$ cat src/rtl/frame_dump_sequencer_pkg.sv
// Shared types and constants for the frame dump sequencer.
package frame_dump_sequencer_pkg;

    typedef enum logic [3:0] {
        ST_IDLE,
        ST_HDR,
        ST_WAIT_LINE,
        ST_FETCH,
        ST_SEND,
        ST_GUARD,
        ST_NEXT,
        ST_TRL,
        ST_DONE
    } state_t;

    localparam logic [7:0] CMD_FULL     = 8'h46;
    localparam logic [7:0] CMD_DECIM    = 8'h44;
    localparam logic [7:0] CMD_ABORT    = 8'h1B;

    localparam logic [7:0] HDR_BYTE_DEF = 8'hA5;
    localparam logic [7:0] TRL_BYTE_DEF = 8'h5A;

    localparam int unsigned RX_W        = 8;
    localparam int unsigned TX_W        = 8;
    localparam int unsigned BUF_DATA_W  = 10;

    // Index width for a counter running 0..n-1, never narrower than one bit.
    function automatic int unsigned idx_width(input int unsigned n);
        return (n <= 1) ? 1 : int'($clog2(n));
    endfunction

endpackage

$ cat src/rtl/frame_dump_sequencer_if.sv
// UART and line-buffer signals seen by the frame dump sequencer.
interface frame_dump_sequencer_if #(
    parameter int unsigned LINE_COUNT  = 752,
    parameter int unsigned LINE_LENGTH = 480
);
    import frame_dump_sequencer_pkg::*;

    localparam int unsigned LW = idx_width(LINE_COUNT);
    localparam int unsigned CW = idx_width(LINE_LENGTH);

    logic [RX_W-1:0]       RX_DATA;
    logic                  RX_READY;
    logic                  TX_IDLE;
    logic [TX_W-1:0]       TX_DATA;
    logic                  TX_DATA_READY;
    logic                  BUF_READY;
    logic [BUF_DATA_W-1:0] BUF_DATA;
    logic                  BUF_RESET_READY;
    logic [LW-1:0]         SEL_LINE;
    logic [CW-1:0]         SEL_COLUMN;
    logic                  BUSY;

    // Sequencer side.
    modport master (
        input  RX_DATA, RX_READY, TX_IDLE, BUF_READY, BUF_DATA,
        output TX_DATA, TX_DATA_READY, BUF_RESET_READY, SEL_LINE, SEL_COLUMN, BUSY
    );

    // UART / line-buffer side.
    modport slave (
        output RX_DATA, RX_READY, TX_IDLE, BUF_READY, BUF_DATA,
        input  TX_DATA, TX_DATA_READY, BUF_RESET_READY, SEL_LINE, SEL_COLUMN, BUSY
    );

endinterface

$ cat src/rtl/frame_dump_sequencer.sv
// Command-driven frame dump: walks the line buffer and streams header,
// pixel MSBs and trailer out through uart_send one byte at a time.
module frame_dump_sequencer
    import frame_dump_sequencer_pkg::*;
#(
    parameter int unsigned LINE_COUNT  = 752,
    parameter int unsigned LINE_LENGTH = 480,
    parameter logic [7:0]  HDR_BYTE    = HDR_BYTE_DEF,
    parameter logic [7:0]  TRL_BYTE    = TRL_BYTE_DEF
) (
    input logic CLK,
    input logic RST,
    frame_dump_sequencer_if.master bus
);

    localparam int unsigned LW = idx_width(LINE_COUNT);
    localparam int unsigned CW = idx_width(LINE_LENGTH);

    state_t          state_q;
    state_t          ret_q;
    logic            decim_q;
    logic            abort_q;
    logic            rx_ready_q;
    logic [TX_W-1:0] tx_data_q;
    logic            tx_strobe_q;
    logic            brr_q;
    logic [LW-1:0]   line_q;
    logic [CW-1:0]   col_q;
    logic            busy_q;

    logic            rx_new_c;
    logic            abort_c;
    logic            cmd_ok_c;
    logic [CW:0]     col_sum_c;
    logic [LW:0]     line_sum_c;
    logic            unused_buf_lsbs_c;

    // Byte arrival, command decode and one-bit-wide-headroom index sums.
    assign rx_new_c   = bus.RX_READY & ~rx_ready_q;
    assign cmd_ok_c   = (bus.RX_DATA == CMD_FULL) || (bus.RX_DATA == CMD_DECIM);
    assign abort_c    = rx_new_c && (bus.RX_DATA == CMD_ABORT) && (state_q != ST_IDLE);
    assign col_sum_c  = {1'b0, col_q}  + (decim_q ? (CW+1)'(2) : (CW+1)'(1));
    assign line_sum_c = {1'b0, line_q} + (decim_q ? (LW+1)'(2) : (LW+1)'(1));

    // Only the top eight bits of a pixel are transmitted.
    assign unused_buf_lsbs_c = ^bus.BUF_DATA[1:0];

    // Dump sequencer; every output is a register.
    always_ff @(posedge CLK) begin
        if (RST) begin
            state_q     <= ST_IDLE;
            ret_q       <= ST_IDLE;
            decim_q     <= 1'b0;
            abort_q     <= 1'b0;
            rx_ready_q  <= 1'b0;
            tx_data_q   <= '0;
            tx_strobe_q <= 1'b0;
            brr_q       <= 1'b1;
            line_q      <= '0;
            col_q       <= '0;
            busy_q      <= 1'b0;
        end else begin
            rx_ready_q  <= bus.RX_READY;
            tx_strobe_q <= 1'b0;
            if (abort_c) begin
                abort_q <= 1'b1;
            end

            unique case (state_q)
                ST_IDLE: begin
                    brr_q <= 1'b1;
                    if (rx_new_c && cmd_ok_c) begin
                        decim_q <= (bus.RX_DATA == CMD_DECIM);
                        abort_q <= 1'b0;
                        line_q  <= '0;
                        col_q   <= '0;
                        brr_q   <= 1'b0;
                        busy_q  <= 1'b1;
                        state_q <= ST_HDR;
                    end
                end
                ST_HDR: begin
                    if (bus.TX_IDLE) begin
                        tx_data_q   <= HDR_BYTE;
                        tx_strobe_q <= 1'b1;
                        ret_q       <= ST_WAIT_LINE;
                        state_q     <= ST_GUARD;
                    end
                end
                ST_WAIT_LINE: begin
                    // Ends the one-cycle re-arm pulse issued at a line step.
                    brr_q <= 1'b0;
                    if (bus.BUF_READY) begin
                        state_q <= ST_FETCH;
                    end
                end
                ST_FETCH: begin
                    state_q <= ST_SEND;
                end
                ST_SEND: begin
                    if (bus.TX_IDLE) begin
                        tx_data_q   <= bus.BUF_DATA[BUF_DATA_W-1 -: TX_W];
                        tx_strobe_q <= 1'b1;
                        ret_q       <= ST_NEXT;
                        state_q     <= ST_GUARD;
                    end
                end
                ST_GUARD: begin
                    // uart_send may still show IDLE here, so it is not looked at.
                    if (abort_q || abort_c) begin
                        abort_q <= 1'b0;
                        busy_q  <= 1'b0;
                        line_q  <= '0;
                        col_q   <= '0;
                        brr_q   <= 1'b1;
                        state_q <= ST_IDLE;
                    end else begin
                        state_q <= ret_q;
                    end
                end
                ST_NEXT: begin
                    if (col_sum_c < (CW+1)'(LINE_LENGTH)) begin
                        col_q   <= col_sum_c[CW-1:0];
                        state_q <= ST_FETCH;
                    end else if (line_sum_c < (LW+1)'(LINE_COUNT)) begin
                        col_q   <= '0;
                        line_q  <= line_sum_c[LW-1:0];
                        brr_q   <= 1'b1;
                        state_q <= ST_WAIT_LINE;
                    end else begin
                        state_q <= ST_TRL;
                    end
                end
                ST_TRL: begin
                    if (bus.TX_IDLE) begin
                        tx_data_q   <= TRL_BYTE;
                        tx_strobe_q <= 1'b1;
                        ret_q       <= ST_DONE;
                        state_q     <= ST_GUARD;
                    end
                end
                ST_DONE: begin
                    busy_q  <= 1'b0;
                    line_q  <= '0;
                    col_q   <= '0;
                    brr_q   <= 1'b1;
                    state_q <= ST_IDLE;
                end
                default: begin
                    state_q <= ST_IDLE;
                end
            endcase
        end
    end

    // Output drive from the registers above.
    assign bus.TX_DATA         = tx_data_q;
    assign bus.TX_DATA_READY   = tx_strobe_q;
    assign bus.BUF_RESET_READY = brr_q;
    assign bus.SEL_LINE        = line_q;
    assign bus.SEL_COLUMN      = col_q;
    assign bus.BUSY            = busy_q;

endmodule

$ cat src/flat_wrapper.sv
// flat-port wrapper written by rule: the top's interface ports become plain ports
module frame_dump_sequencer_flat import frame_dump_sequencer_pkg::*;
#(
    parameter int unsigned LINE_COUNT  = 752,
    parameter int unsigned LINE_LENGTH = 480,
    parameter logic [7:0]  HDR_BYTE    = HDR_BYTE_DEF,
    parameter logic [7:0]  TRL_BYTE    = TRL_BYTE_DEF
)
  (CLK, RST, bus_RX_DATA, bus_RX_READY, bus_TX_IDLE, bus_BUF_READY, bus_BUF_DATA, bus_TX_DATA, bus_TX_DATA_READY, bus_BUF_RESET_READY, bus_SEL_LINE, bus_SEL_COLUMN, bus_BUSY);
  frame_dump_sequencer_if #(.LINE_COUNT(LINE_COUNT), .LINE_LENGTH(LINE_LENGTH)) bus_i ();
  input logic CLK;
  input logic RST;
  input wire logic [$bits(bus_i.RX_DATA)-1:0] bus_RX_DATA;
  input wire logic [$bits(bus_i.RX_READY)-1:0] bus_RX_READY;
  input wire logic [$bits(bus_i.TX_IDLE)-1:0] bus_TX_IDLE;
  input wire logic [$bits(bus_i.BUF_READY)-1:0] bus_BUF_READY;
  input wire logic [$bits(bus_i.BUF_DATA)-1:0] bus_BUF_DATA;
  output wire logic [$bits(bus_i.TX_DATA)-1:0] bus_TX_DATA;
  output wire logic [$bits(bus_i.TX_DATA_READY)-1:0] bus_TX_DATA_READY;
  output wire logic [$bits(bus_i.BUF_RESET_READY)-1:0] bus_BUF_RESET_READY;
  output wire logic [$bits(bus_i.SEL_LINE)-1:0] bus_SEL_LINE;
  output wire logic [$bits(bus_i.SEL_COLUMN)-1:0] bus_SEL_COLUMN;
  output wire logic [$bits(bus_i.BUSY)-1:0] bus_BUSY;
  assign bus_i.RX_DATA = bus_RX_DATA;
  assign bus_i.RX_READY = bus_RX_READY;
  assign bus_i.TX_IDLE = bus_TX_IDLE;
  assign bus_i.BUF_READY = bus_BUF_READY;
  assign bus_i.BUF_DATA = bus_BUF_DATA;
  assign bus_TX_DATA = bus_i.TX_DATA;
  assign bus_TX_DATA_READY = bus_i.TX_DATA_READY;
  assign bus_BUF_RESET_READY = bus_i.BUF_RESET_READY;
  assign bus_SEL_LINE = bus_i.SEL_LINE;
  assign bus_SEL_COLUMN = bus_i.SEL_COLUMN;
  assign bus_BUSY = bus_i.BUSY;
  frame_dump_sequencer #(.LINE_COUNT(LINE_COUNT), .LINE_LENGTH(LINE_LENGTH), .HDR_BYTE(HDR_BYTE), .TRL_BYTE(TRL_BYTE)) u_core (.CLK(CLK), .RST(RST), .bus(bus_i));
endmodule
$ cat config.mk
export PLATFORM = sky130hd
export DESIGN_NAME = frame_dump_sequencer_flat
export DESIGN_NICKNAME = d
export VERILOG_FILES = /design/src/rtl/frame_dump_sequencer_pkg.sv /design/src/rtl/frame_dump_sequencer_if.sv /design/src/rtl/frame_dump_sequencer.sv /design/src/flat_wrapper.sv
export SDC_FILE = /design/constraint.sdc
export NUM_CORES = 1
export LEC_CHECK = 0
export CORE_MARGIN = 5
export CORE_UTILIZATION = 44
export DETAILED_ROUTE_END_ITERATION = 10
export PLACE_DENSITY = 0.71
export SLEW_MARGIN = 20
export SYNTH_ARGS = -nofsm -noshare
export SYNTH_HDL_FRONTEND = slang
export SYNTH_SLANG_ARGS = --single-unit
$ cat constraint.sdc
create_clock -name CLK -period 3.1 [get_ports CLK]
set_input_delay 0.62 -clock CLK [delete_from_list [all_inputs] [get_ports CLK]]
set_output_delay 0.62 -clock CLK [all_outputs]
set_load 0.03 [all_outputs]
==> results by group <==
Status
  • Outcome: finished, final reports clean

Global route
  • Met3 usage: 0.0432
  • Gr usage total: 0.185
  • First-pass GRT wire length: 11.0 mm
  • Number of global-route vias before repair: 2418
  • Largest net degree at the start of global routing: 27
  • Initial antenna violation count: 0
  • Grt peak-use layer: met2
  • Congestion Overflow GR: 0
  • Met2 usage: 0.313
  • Met1 GRT Util: 0.226

Finish
  • Commonest non-fill, non-tap cell in the layout: clkdlybuf4s50_1
  • Final core utilization: 0.577
  • Cell area after layout: 0.00314 mm^2
  • Commonest non-fill, non-tap cells in the layout: clkdlybuf4s50_1 (50), dfxtp_1 (40), nand2_1 (36)
  • Final std cells w/o fill: 430
  • # diodes: 0
  • Synthesis-to-finish area growth: 29.4%
  • Layout cell share with drive strength beyond 1: 0.0615
  • Final #Nets: 386

Place
  • Dpl ws: 0.0983 ns
  • IO Port Bufs: 50
  • Routability cong.: 0.913
  • Placed cells: 422
  • Dpl cell area: 0.00302 mm^2
  • HPWL Detailed: 4.71 mm

Power
  • Leakage power: 1.08 nW
  • Pwr dens: 385 mW/mm^2
  • Final Total Pwr: 1.21 mW
  • VDD IR-drop max: 0.252 mV

Worst setup path
  • Max FO, Critical Path: 10
  • RR Startpoint: u_core.bus.SEL_LINE[0]
  • CP startpoint kind: flip-flop
  • CP arrival: 3.11 ns
  • CP cell instances: ha_1, fa_1, and4_1, nand2_1, a311oi_1, o311ai_4, buf_4, or3_1, a31oi_1
  • R2R Setup Slk: 0.22 ns
  • Slowest CP cell: a311oi_1
  • WP buf/inv: 1
  • Slowest cell delay on critical path: 0.55 ns
  • Required @ worst endpoint: 3.32 ns
  • Reg2Reg Depth: 9
  • Worst path top cell family by delay: compound AO/OA/AOI/OAI gates
  • CP Capture Type: flip-flop
  • WP depth: 9
  • Crit path kind: flip-flop to flip-flop
  • Worst r2r dst: u_core.bus.SEL_COLUMN[4]

Min path
  • Hold Path End: u_core.bus.TX_DATA[5]
  • Hold Crit Class: flip-flop to flip-flop
  • Hold path depth: 2
  • HP Start: u_core.bus.TX_DATA[5]

Logic synthesis
  • Post-synthesis sequential area ratio: 0.330
  • Synthesized Nets: 335
  • Mean Syn Cell Area: 7.92 um^2
  • Synth Flop Type: dfxtp_1
  • Synth warn: 0
  • Top cell type's share of synthesized area: 0.330
  • Synth area leaders: dfxtp_1 (33%), nand2_1 (5.6%), a21oi_1 (5.0%), o21ai_0 (3.9%), nor2_1 (3.7%)
  • Cells after Synth: 306
  • Synthesized area: 0.00242 mm^2
  • Largest area contributor in the netlist: dfxtp_1
  • Ys async rst share: 0
  • Synth cell types: 58
  • FF+latch count, synth: 40
  • Post-synth EDFFs: 0

Clock tree
  • Clock insertion delay at the later pin of the skew report: 0.30 ns
  • Clock root cell: clkbuf_8
  • CTS sink count: 40
  • Maximum clock insertion buffer count: 2
  • CTS Buf Count: 5
  • Post-CTS Setup Bufs: 0
  • Hold buffer count at CTS: 0
  • CTS tree: built
  • H-tree Lvls: 2
  • Clk pin slew, worst setup/hold paths: 0.08 ns

Routing
  • Routed length per instance: 14.7 um
  • DR vias/cell: 5.82
  • Vias: 2501
  • Routed Antenna Nets: 0
  • DR iter-0 viols: 125
  • DRC viols: 0
  • TritonRoute pass-1 iters: 4
  • Final wirelength: 6.31 mm

Die
  • Die height: 84.2 um
  • Initial core utilization: 0.446
  • DIE AREA: 0.00709 mm^2
  • Core Box Area: 0.00544 mm^2
  • Die X: 84.2 um
  • # IOs: 53
  • Row Count: 27

Timing
  • Setup TNS: 0 ns
  • Final Setup Violations: 0
  • Final Hold Violating Endpoints: 0
  • Max-slew violations: 0
  • Part of the cycle the worst path needs: 0.930
  • Final worst slack: 0.217 ns
  • RSZ-0062 raised after global routing: no
  • Worst slew pin tran: 0.663 ns
  • Final min period: 2.88 ns
  • Min Hold Slack: 0.463 ns
  • Clk_skew: 0.00368 ns
  • Max Fclk: 347 MHz
  • Worst rel slew slack: 0.557

Job
  • Max cap viols: 0
[tightest hold or removal path: stages, from the launching register on]
cell,delay [ns]
dfxtp_1,0.32
nand2_1,0.05
a21oi_1,0.05
[flip-flops by register name, indices dropped and copies added (netlist names)]
register,cells
u_core.ret_q,3
u_core.bus.TX_DATA,8
u_core.bus.TX_DATA_READY,1
u_core.state_q,4
u_core.bus.SEL_COLUMN,9
u_core.bus.BUSY,1
u_core.rx_ready_q,1
u_core.bus.BUF_RESET_READY,1
u_core.abort_q,1
u_core.bus.SEL_LINE,10
u_core.decim_q,1
[how the worst max path moves through the flow]
| stage | startpoint | end | slack, ns |
|---|---|---|---|
| finish | u_core.bus.SEL_LINE[0] | u_core.bus.SEL_COLUMN[4] | 0.22 |
| detailed placement | bus_RX_DATA[4] | u_core.bus.SEL_LINE[3] | 0.1 |
| floorplan | u_core.decim_q | u_core.bus.SEL_LINE[8] | 0.45 |
| CTS | u_core.decim_q | u_core.bus.SEL_COLUMN[6] | 0.19 |
| global route | u_core.decim_q | u_core.bus.SEL_COLUMN[3] | 0.005 |
| global placement | bus_RX_DATA[4] | u_core.bus.SEL_LINE[6] | 0.12 |
[report_power, final]
part	switching, mW	leakage (nW)	total, mW	internal [mW]
logic	0.118	0.706	0.221	0.103
registers	0.0232	0.323	0.558	0.535
clock network	0.190	0.0552	0.429	0.239
[timing repair]
item / 4_1_cts / 5_1_grt
hold endpoints to repair: 0 / 0
gates resized for setup: 0 / 2
setup endpoints to repair: 0 / 8
[final cells by class]
type / count / area [um^2]
clock inverter: 2 / 35.0
sequential: 40 / 801
inverter: 4 / 15.0
tap: 72 / 90.1
multi-input combinational: 248 / 1560
clock buffer: 6 / 72.6
fill: 531 / 2300
timing repair buffer: 58 / 561
[routing by layer]
| metal | wire length [um] | vias up |
|---|---|---|
| met3 | 378 | 13 |
| met5 | 0 | - |
| li1 | - | 1256 |
| met1 | 2780 | 1149 |
| met2 | 3010 | 83 |
| met4 | 141 | 0 |
[kinds of logic (layout without fill, tap and decap cells)]
family | Yosys count | after routing | share of synthesized area
xor gates and xnor gates | 3 | 3 | 0.0108
and+or+nand+nor | 140 | 140 | 0.310
muxes | 4 | 4 | 0.0165
adders and majority gates | 6 | 6 | 0.0372
AOI/OAI and AO/OA | 95 | 95 | 0.266
DFF | 40 | 40 | 0.330
buffers and inverters | 18 | 70 | 0.0289
[synth_stat cells (all sizes together) (5+ instances only)]
master and count:
clkbuf 12, nand2 36, nor3 15, nor2 24, a31oi 7, nor4 6, o21ai 21, nand2b 10
a21oi 24, dfxtp 40, a211oi 5, nand3 12, and3 8
(Power assumes the default switching activity.)
